[config.mk]
export PLATFORM = sky130hd
export DESIGN_NAME = brick_hit_scanner
export DESIGN_NICKNAME = d
export VERILOG_FILES = /design/src/rtl/brick_hit_scanner.sv
export SDC_FILE = /design/constraint.sdc
export NUM_CORES = 1
export LEC_CHECK = 0
export BUFFER_PORTS_ARGS = -buffer_cell sky130_fd_sc_hd__buf_2
export CORE_UTILIZATION = 25
export DETAILED_ROUTE_END_ITERATION = 16
export SLEW_MARGIN = 30
export SYNTH_ARGS = -nofsm -noshare
export SYNTH_HDL_FRONTEND = slang
export SYNTH_SLANG_ARGS = --single-unit
[constraint.sdc]
create_clock -name clk -period 2.7 [get_ports clk]
set_input_delay 0.135 -clock clk [delete_from_list [all_inputs] [get_ports clk]]
set_output_delay 0.135 -clock clk [all_outputs]
set_load 0.03 [all_outputs]
[src/rtl/brick_hit_scanner.sv]
// brick_hit_scanner: scans the brick table for the first live brick under the ball and retires it.
//
// Ports:
//   clk, resetn        clock, synchronous active-low reset
//   start_i            one-cycle scan request, accepted only while idle
//   ball_x_i/ball_y_i  ball top-left pixel, latched on an accepted start
//   busy_o             high whenever a scan is in progress
//   done_o             one-cycle pulse at the end of a scan
//   hit_o, hit_*_o     result of the last scan; held until the next accepted start
//   ram_addr_o         brick RAM address
//   ram_rdata_i        brick RAM read data (one cycle after address)
//   ram_wdata_o        brick RAM write data
//   ram_wren_o         brick RAM write enable
module brick_hit_scanner #(
    parameter int NUM_BRICKS = 40,
    parameter int ADDR_W     = 7,
    parameter int BRICK_W    = 16,
    parameter int BRICK_H    = 4,
    parameter int BALL_SIZE  = 2
) (
    input  logic              clk,
    input  logic              resetn,
    input  logic              start_i,
    input  logic [7:0]        ball_x_i,
    input  logic [6:0]        ball_y_i,
    output logic              busy_o,
    output logic              done_o,
    output logic              hit_o,
    output logic [7:0]        hit_x_o,
    output logic [6:0]        hit_y_o,
    output logic [2:0]        hit_colour_o,
    output logic [5:0]        hit_index_o,
    output logic [ADDR_W-1:0] ram_addr_o,
    input  logic [17:0]       ram_rdata_i,
    output logic [17:0]       ram_wdata_o,
    output logic              ram_wren_o
);
    typedef enum logic [2:0] {IDLE, READ, CHECK, CLEAR, DONE} state_t;

    state_t            state_q;
    logic [7:0]        ball_x_q;
    logic [6:0]        ball_y_q;
    logic [5:0]        idx_q;
    logic              hit_q;
    logic [7:0]        hit_x_q;
    logic [6:0]        hit_y_q;
    logic [2:0]        hit_colour_q;
    logic [5:0]        hit_index_q;
    logic [ADDR_W-1:0] ram_addr_q;
    logic [17:0]       ram_wdata_q;

    // 9-bit compares so a brick or ball near the right edge cannot wrap
    logic [8:0] bx, by, px, py;
    logic       live, overlap, last;

    assign bx      = {1'b0, ram_rdata_i[7:0]};
    assign by      = {2'b0, ram_rdata_i[14:8]};
    assign px      = {1'b0, ball_x_q};
    assign py      = {2'b0, ball_y_q};
    assign live    = |ram_rdata_i[17:15];
    assign overlap = live && (px + 9'(BALL_SIZE) > bx) && (px < bx + 9'(BRICK_W))
                          && (py + 9'(BALL_SIZE) > by) && (py < by + 9'(BRICK_H));
    assign last    = idx_q == 6'(NUM_BRICKS - 1);

    always_ff @(posedge clk) begin
        if (!resetn) begin
            state_q      <= IDLE;
            ball_x_q     <= '0;
            ball_y_q     <= '0;
            idx_q        <= '0;
            hit_q        <= 1'b0;
            hit_x_q      <= '0;
            hit_y_q      <= '0;
            hit_colour_q <= '0;
            hit_index_q  <= '0;
            ram_addr_q   <= '0;
            ram_wdata_q  <= '0;
        end else begin
            case (state_q)
                IDLE: if (start_i) begin
                    ball_x_q   <= ball_x_i;
                    ball_y_q   <= ball_y_i;
                    idx_q      <= '0;
                    ram_addr_q <= '0;
                    hit_q      <= 1'b0;
                    state_q    <= READ;
                end
                READ: state_q <= CHECK;
                CHECK: begin
                    if (overlap) begin
                        hit_x_q      <= ram_rdata_i[7:0];
                        hit_y_q      <= ram_rdata_i[14:8];
                        hit_colour_q <= ram_rdata_i[17:15];
                        hit_index_q  <= idx_q;
                        ram_wdata_q  <= {3'b000, ram_rdata_i[14:0]};
                        ram_addr_q   <= ADDR_W'(idx_q);
                        state_q      <= CLEAR;
                    end else if (last) begin
                        state_q <= DONE;
                    end else begin
                        idx_q      <= idx_q + 6'd1;
                        ram_addr_q <= ADDR_W'(idx_q + 6'd1);
                        state_q    <= READ;
                    end
                end
                CLEAR: begin
                    hit_q   <= 1'b1;
                    state_q <= DONE;
                end
                DONE:    state_q <= IDLE;
                default: state_q <= IDLE;
            endcase
        end
    end

    // Write enable comes straight from the state so a reset landing on CLEAR still writes
    assign ram_wren_o   = state_q == CLEAR;
    assign busy_o       = state_q != IDLE;
    assign done_o       = state_q == DONE;
    assign hit_o        = hit_q;
    assign hit_x_o      = hit_x_q;
    assign hit_y_o      = hit_y_q;
    assign hit_colour_o = hit_colour_q;
    assign hit_index_o  = hit_index_q;
    assign ram_addr_o   = ram_addr_q;
    assign ram_wdata_o  = ram_wdata_q;
endmodule
Yosys cells after proc, flatten, opt, wreduce, memory -nomap -nowiden
Cells that the tools add are included.
{ "word_totals": {"register_bits": 71, "output_inout_bits": 53} }
{ "classes": {"add_sub_neg": 6, "magnitude_cmp": 4, "eq_ne": 9, "n_mux": 14, "n_reduce_logical": 14} }
{ "ops": {"columns": ["cell", "count"], "rows": [
  ["7-bit 2-to-1 mux", 3],
  ["6-bit 2-to-1 mux", 3],
  ["7-bit one-hot mux with 2 select lines", 1],
  ["3-bit one-hot mux with 4 select lines", 1],
  ["6-bit one-hot mux with 2 select lines", 1],
  ["8-bit by 2-bit adder with 9-bit output (second input constant)", 1],
  ["8-bit by 5-bit adder with 9-bit output (second input constant)", 1],
  ["9-bit by 8-bit greater-than comparator with 1-bit output", 1],
  ["8-bit by 9-bit < comparator with 1-bit output", 1],
  ["3-bit 2-to-1 mux", 3],
  ["7-bit by 2-bit adder with 8-bit output (second input constant)", 1],
  ["7-bit by 3-bit adder with 8-bit output (second input constant)", 1],
  ["8-bit by 7-bit greater-than comparator with 1-bit output", 1],
  ["7-bit by 8-bit < comparator with 1-bit output", 1],
  ["6-bit by 1-bit adder with 7-bit output (second input constant)", 1],
  ["6-bit by 1-bit adder with 6-bit output (second input constant)", 1],
  ["3-bit by 2-bit equality test with 1-bit output (second input constant)", 2],
  ["6-bit equality test (second input constant)", 1],
  ["2-bit != test (second input constant)", 3],
  ["2-bit AND reduction", 3],
  ["1-bit logical AND", 4],
  ["4-bit AND reduction", 1],
  ["2-bit nonzero test", 2],
  ["3-bit by 1-bit equality test with 1-bit output (second input constant)", 1],
  ["8 further kinds", 8]
]} }

Longest topological paths before layout
{ "logic_depth": {"word_depth": 8, "depth_mapped": 14} }

Worst setup path before layout
OpenSTA, ideal clock, no wires.
{ "synth_path": {"path_kind": "register to register", "startpoint": "reg ball_y_q[1]", "endpoint": "reg hit_x_q[0], in the netlist hit_x_o[0]", "arrival_time_ps": 2624, "t_required_ps": 2634, "path_slack_ps": 10, "path_stages_with_launch": 15, "cell_sequence": "dfxtp_1 > ha_1 > and3_1 > xor2_1 > ha_1 > a21o_1 > a21oi_1 > nor2_1 > a311o_1 > nand3_4 > nand2b_4 > buf_6 > buf_8 > nand2_2 > a21boi_2"} }
{ "synth_between": {"elab_chain_cells": 5} }
{ "synth_rtl": {"columns": ["element", "line_no", "source"], "rows": [
  ["from (decl)", "42", "logic [6:0] ball_y_q;"],
  ["from (signal assigned)", "82", "ball_y_q <= ball_y_i;"],
  ["7-bit by 2-bit adder with 8-bit output", "62", "&& (py + 9'(BALL_SIZE) > by) && (py < by + 9'(BRICK_H));"],
  ["8-bit by 7-bit greater-than comparator with 1-bit output", "62", null],
  ["1-bit logical AND", "62", null],
  ["1-bit logical AND *", "62", null],
  ["2-bit AND reduction (no source line) *", null, null],
  ["to (signal assigned)", "91", "hit_x_q <= ram_rdata_i[7:0];"],
  ["to (decl)", "45", "logic [7:0] hit_x_q;"]
]} }
Every way passes the cells marked *; elsewhere a longest branch is shown, timed or not.
A chain may end at the register's enable or synchronous reset.

Final worst setup path
{ "layout_path": {"startpoint": "reg ball_x_q[5]", "endpoint": "reg hit_colour_q[0], in the netlist hit_colour_o[0]"} }
{ "layout_between": {"elab_chain_cells": 7} }
{ "layout_rtl": {"columns": ["element", "line_no", "source"], "rows": [
  ["from (decl)", "41", "logic [7:0] ball_x_q;"],
  ["from (signal assigned)", "81", "ball_x_q <= ball_x_i;"],
  ["8-bit by 2-bit adder with 9-bit output", "61", "assign overlap = live && (px + 9'(BALL_SIZE) > bx) && (px < bx + 9'(BRICK_W))"],
  ["9-bit by 8-bit greater-than comparator with 1-bit output", "61", null],
  ["1-bit logical AND", "61", null],
  ["1-bit logical AND *", "61", null],
  ["1-bit logical AND * (2 in a row)", "62", null],
  ["2-bit AND reduction (no source line) *", null, null],
  ["to (signal assigned)", "93", "hit_colour_q <= ram_rdata_i[17:15];"],
  ["to (decl)", "47", "logic [2:0] hit_colour_q;"]
]} }
Marks and branches as above.

==> impl_metrics.prom <==
# TYPE chip_impl_metric gauge
chip_impl_info{name="run_status",value="finished, violations left"} 1
chip_impl_info{name="violations_in_the_final_reports",value="setup timing"} 1
chip_impl_metric{name="maxCapViolations",unit=""} 0
chip_impl_metric{name="irDropWorstVdd",unit="mV"} 0.214
chip_impl_metric{name="clock_tree.htree_level_count",unit=""} 2
chip_impl_metric{name="initial_core_util",unit=""} 0.259
chip_impl_metric{name="synth_top_cell_area_share",unit=""} 0.309
chip_impl_metric{name="multi_input_area",unit="µm²"} 2330
chip_impl_metric{name="drt_pass1_iterations",unit=""} 4
chip_impl_metric{name="synth_enable_flop_cells",unit=""} 0
chip_impl_metric{name="avgViaCountPerCell",unit=""} 4.61
chip_impl_metric{name="ant_nets",unit=""} 0
chip_impl_metric{name="power_leakage",unit="nW"} 2.12
chip_impl_metric{name="synthesis.instances",unit=""} 428
chip_impl_metric{name="groute.usage.overall",unit=""} 0.136
chip_impl_metric{name="muxShareOfSynthArea",unit=""} 0.00551
chip_impl_metric{name="total_die_area",unit="µm²"} 15000
chip_impl_metric{name="die_h",unit="µm"} 123
chip_impl_info{name="rsz0062_at_grt",value="true"} 1
chip_impl_metric{name="synth_compound_gate_area_share",unit=""} 0.225
chip_impl_metric{name="placed_area",unit="µm²"} 4250
chip_impl_metric{name="worst_path_fanout_max",unit=""} 6
chip_impl_metric{name="asyncSetResetFlopFracSynth",unit=""} 0
chip_impl_info{name="ys_dominant_reg_cell",value="sky130_fd_sc_hd__dfxtp_1"} 1
chip_impl_metric{name="drive_gt1_frac",unit=""} 0.412
chip_impl_info{name="mostFrequentLayoutCells",value="sky130_fd_sc_hd__buf_2 (85), sky130_fd_sc_hd__nand2_1 (70), sky130_fd_sc_hd__dfxtp_1 (48)"} 1
chip_impl_metric{name="finalWeightedCongestion",unit=""} 0.872
chip_impl_metric{name="final-seq-area",unit="µm²"} 1130
chip_impl_metric{name="synthesis.area",unit="µm²"} 3630
chip_impl_metric{name="clkTransAtPathRegs",unit="ps"} 70
chip_impl_metric{name="yosys_warnings",unit=""} 0
chip_impl_metric{name="min_period",unit="ps"} 2710
chip_impl_metric{name="design_area",unit="µm²"} 4700
chip_impl_info{name="leading_cell_type_in_the_layout_fill_and_taps_excluded",value="sky130_fd_sc_hd__buf_2"} 1
chip_impl_metric{name="cts-buffers-inserted",unit=""} 5
chip_impl_metric{name="design.core.area",unit="µm²"} 14000
chip_impl_metric{name="syn_to_final_growth",unit="%"} 29.5
chip_impl_metric{name="die_w",unit="µm"} 123
chip_impl_metric{name="synth-xor-area-share",unit=""} 0.0338
chip_impl_metric{name="syn_avg_cell_area",unit="µm²"} 8.49
chip_impl_info{name="synth_area_leaders",value="sky130_fd_sc_hd__dfxtp_1 (31%), sky130_fd_sc_hd__ha_1 (11%), sky130_fd_sc_hd__nand2_1 (8.4%), sky130_fd_sc_hd__a21boi_2 (5.6%), sky130_fd_sc_hd__buf_4 (4.3%)"} 1
chip_impl_info{name="synth.largest_area_cell",value="sky130_fd_sc_hd__dfxtp_1"} 1
chip_impl_metric{name="overall_via_count_from_detail_route",unit=""} 3262
chip_impl_metric{name="drt_iter0_markers",unit=""} 128
chip_impl_info{name="combinational_family_with_the_most_area_after_synthesis",value="compound AO/OA/AOI/OAI gates"} 1
chip_impl_info{name="tritoncts",value="done"} 1
chip_impl_metric{name="postLayoutSetupSlackWorst",unit="ps"} -12.8
chip_impl_metric{name="final_max_slew_viol_count",unit=""} 0
chip_impl_metric{name="number_of_antenna_violations_at_the_first_check_in_global_routing",unit=""} 0
chip_impl_metric{name="floorplan.rows",unit=""} 43
chip_impl_metric{name="clock_latency_reported_for_the_late_side_of_the_worst_skew_pair",unit="ps"} 300
chip_impl_metric{name="ys_ff_latch",unit=""} 56
chip_impl_metric{name="place.port_buffers",unit=""} 85
chip_impl_info{name="critPathCaptureType",value="flop"} 1
chip_impl_metric{name="antenna_cells_inserted",unit=""} 0
chip_impl_metric{name="grt_start_max_net_pins",unit=""} 32
chip_impl_metric{name="synth_simple_gate_area_share",unit=""} 0.223
chip_impl_metric{name="max_freq",unit="GHz"} 0.369
chip_impl_metric{name="detailed_place_hpwl",unit="mm"} 7.80
chip_impl_metric{name="timing.critical_path.arrival",unit="ps"} 2940
chip_impl_metric{name="timing.clock.skew",unit="ps"} 6.51
chip_impl_info{name="worst_setup_path_start_kind",value="flop"} 1
chip_impl_metric{name="clock_path_buffers",unit=""} 2
chip_impl_metric{name="grt_overflow_total",unit=""} 0
chip_impl_metric{name="power_per_cell_area",unit="nW/µm²"} 436
chip_impl_metric{name="grt_first_pass_wirelength",unit="mm"} 15.9
chip_impl_metric{name="fin_hold_ws",unit="ps"} 87.0
chip_impl_metric{name="max-slew-margin-rel",unit=""} 0.463
chip_impl_metric{name="timing.critical_path.required",unit="ps"} 2930
chip_impl_metric{name="clock_tree_sinks",unit=""} 56
chip_impl_metric{name="detail_route.wirelength",unit="mm"} 10.0
chip_impl_info{name="criticalPathCategory",value="flop to flop"} 1
chip_impl_metric{name="design_power_total",unit="mW"} 2.05
chip_impl_metric{name="synth-seq-area-share",unit=""} 0.309
chip_impl_metric{name="ys_types",unit=""} 56
chip_impl_metric{name="final.setup.tns",unit="ps"} -28.3
chip_impl_metric{name="timing.final.setup_violations",unit=""} 3
chip_impl_metric{name="first_global_vias",unit=""} 3233
chip_impl_metric{name="timing_hold_violations_final",unit=""} 0
chip_impl_metric{name="ctsHoldBuffers",unit=""} 0
chip_impl_metric{name="worst_slew_pin_slew",unit="ps"} 797
chip_impl_info{name="hp-class",value="input pin to flop"} 1
chip_impl_metric{name="remaining_design_rule_violation_count",unit=""} 0
chip_impl_metric{name="synthAdderAreaFrac",unit=""} 0.114
chip_impl_info{name="cts_root_buffer",value="sky130_fd_sc_hd__clkbuf_16"} 1
chip_impl_metric{name="io_pins",unit=""} 89
chip_impl_metric{name="num-nets-final",unit=""} 596
chip_impl_metric{name="route.detailed.wl_per_inst",unit="µm"} 14.2
chip_impl_metric{name="final.period_utilization",unit=""} 1.00
chip_impl_metric{name="n_fill_cell",unit=""} 1465
## routing by layer
metal	wire length (µm)	global-route usage
met5	0	0
met1	4580	0.166
met3	394	0.0297
met2	4940	0.241
met4	104	0.0351
## cell families (layout without fill, tap and decap cells)
logic type,count (synthesis),in the layout
flip-flops,56,56
adder cells (fa/ha/maj),33,33
other,1,3
XOR/XNOR,14,14
AND/OR/NAND/NOR,165,165
buffers and inverters,57,154
AO/OA/AOI/OAI,100,100
multiplexers,2,2
## synthesized netlist by cell type (6+ instances only)
library cell and number:
sky130_fd_sc_hd__and3_1 7, sky130_fd_sc_hd__xnor2_1 10, sky130_fd_sc_hd__a21boi_0 15, sky130_fd_sc_hd__nor2b_1 6, sky130_fd_sc_hd__inv_1 24, sky130_fd_sc_hd__nor2_1 17
sky130_fd_sc_hd__nand2_2 18, sky130_fd_sc_hd__o21ai_0 7, sky130_fd_sc_hd__nand3_1 14, sky130_fd_sc_hd__clkbuf_1 9, sky130_fd_sc_hd__a21oi_1 10, sky130_fd_sc_hd__buf_4 21
sky130_fd_sc_hd__dfxtp_1 56, sky130_fd_sc_hd__a21boi_1 8, sky130_fd_sc_hd__ha_1 33, sky130_fd_sc_hd__nand2_1 81, sky130_fd_sc_hd__o21ai_1 7, sky130_fd_sc_hd__a21boi_2 18
## what timing repair did
action	CTS	global route
setup endpoints to repair	27	39
pin swaps	2	37
setup buffers	2	9
cloned	0	1
gates resized for setup	1	57
## final timing paths
path	from	end	slack, ps	cells past startpoint
max	ball_x_q[5]$_SDFFE_PN0P_	hit_colour_o[0]$_SDFFE_PN0P_	-10	13
min	ball_x_i[0]	ball_x_q[0]$_SDFFE_PN0P_	90	3
max reg2reg	ball_x_q[5]$_SDFFE_PN0P_	hit_colour_o[0]$_SDFFE_PN0P_	-10	13
min reg2reg	hit_index_o[5]$_SDFFE_PN0P_	hit_index_o[5]$_SDFFE_PN0P_	460	2
## per-stage QoR
stage / cells / util / worst slack [ps]
floorplan: 430 / - / 10.1
global placement: 688 / 0.303 / -8.34
detailed placement: 688 / 0.303 / -56.4
CTS: 697 / 0.315 / 2.46
global route: 707 / 0.335 / -140
finish: 707 / 0.335 / -12.8
## state kept, by name, indices dropped and copies added (netlist names)
register      count
ram_addr_o        7
hit_index_o       6
state_q           3
hit_x_o           7
ram_wdata_o       1
ball_y_q          7
hit_y_o           7
hit_o             1
ball_x_q          8
idx_q             6
hit_colour_o      3
## area by class of cell
type / count / share of cell area
repair buffers: 123 / 0.164
flip-flops and latches: 56 / 0.241
multi-input cells: 317 / 0.496
inverters: 24 / 0.0192
clock buffers: 7 / 0.0325
well taps: 180 / 0.0479
## where the power goes
| group | switching, mW | leakage (nW) | internal, mW |
|---|---|---|---|
| sequential | 0.0299 | 0.457 | 0.856 |
| clock | 0.294 | 0.0760 | 0.390 |
| combinational | 0.271 | 1.59 | 0.210 |
## critical path, stage by stage, from the launching register on
cell and delay [ps]:
sky130_fd_sc_hd__dfxtp_2 340, sky130_fd_sc_hd__and3_4 210, sky130_fd_sc_hd__nand3_4 80, sky130_fd_sc_hd__xnor2_2 150, sky130_fd_sc_hd__ha_1 300, sky130_fd_sc_hd__and3_4 190
sky130_fd_sc_hd__nand3b_1 140, sky130_fd_sc_hd__a311oi_4 410, sky130_fd_sc_hd__nand3_4 150, sky130_fd_sc_hd__nor2_4 200, sky130_fd_sc_hd__buf_6 150, sky130_fd_sc_hd__clkbuf_16 150
sky130_fd_sc_hd__nand2_2 40, sky130_fd_sc_hd__a21boi_1 120
No activity file was read; power rests on OpenSTA's default activity.
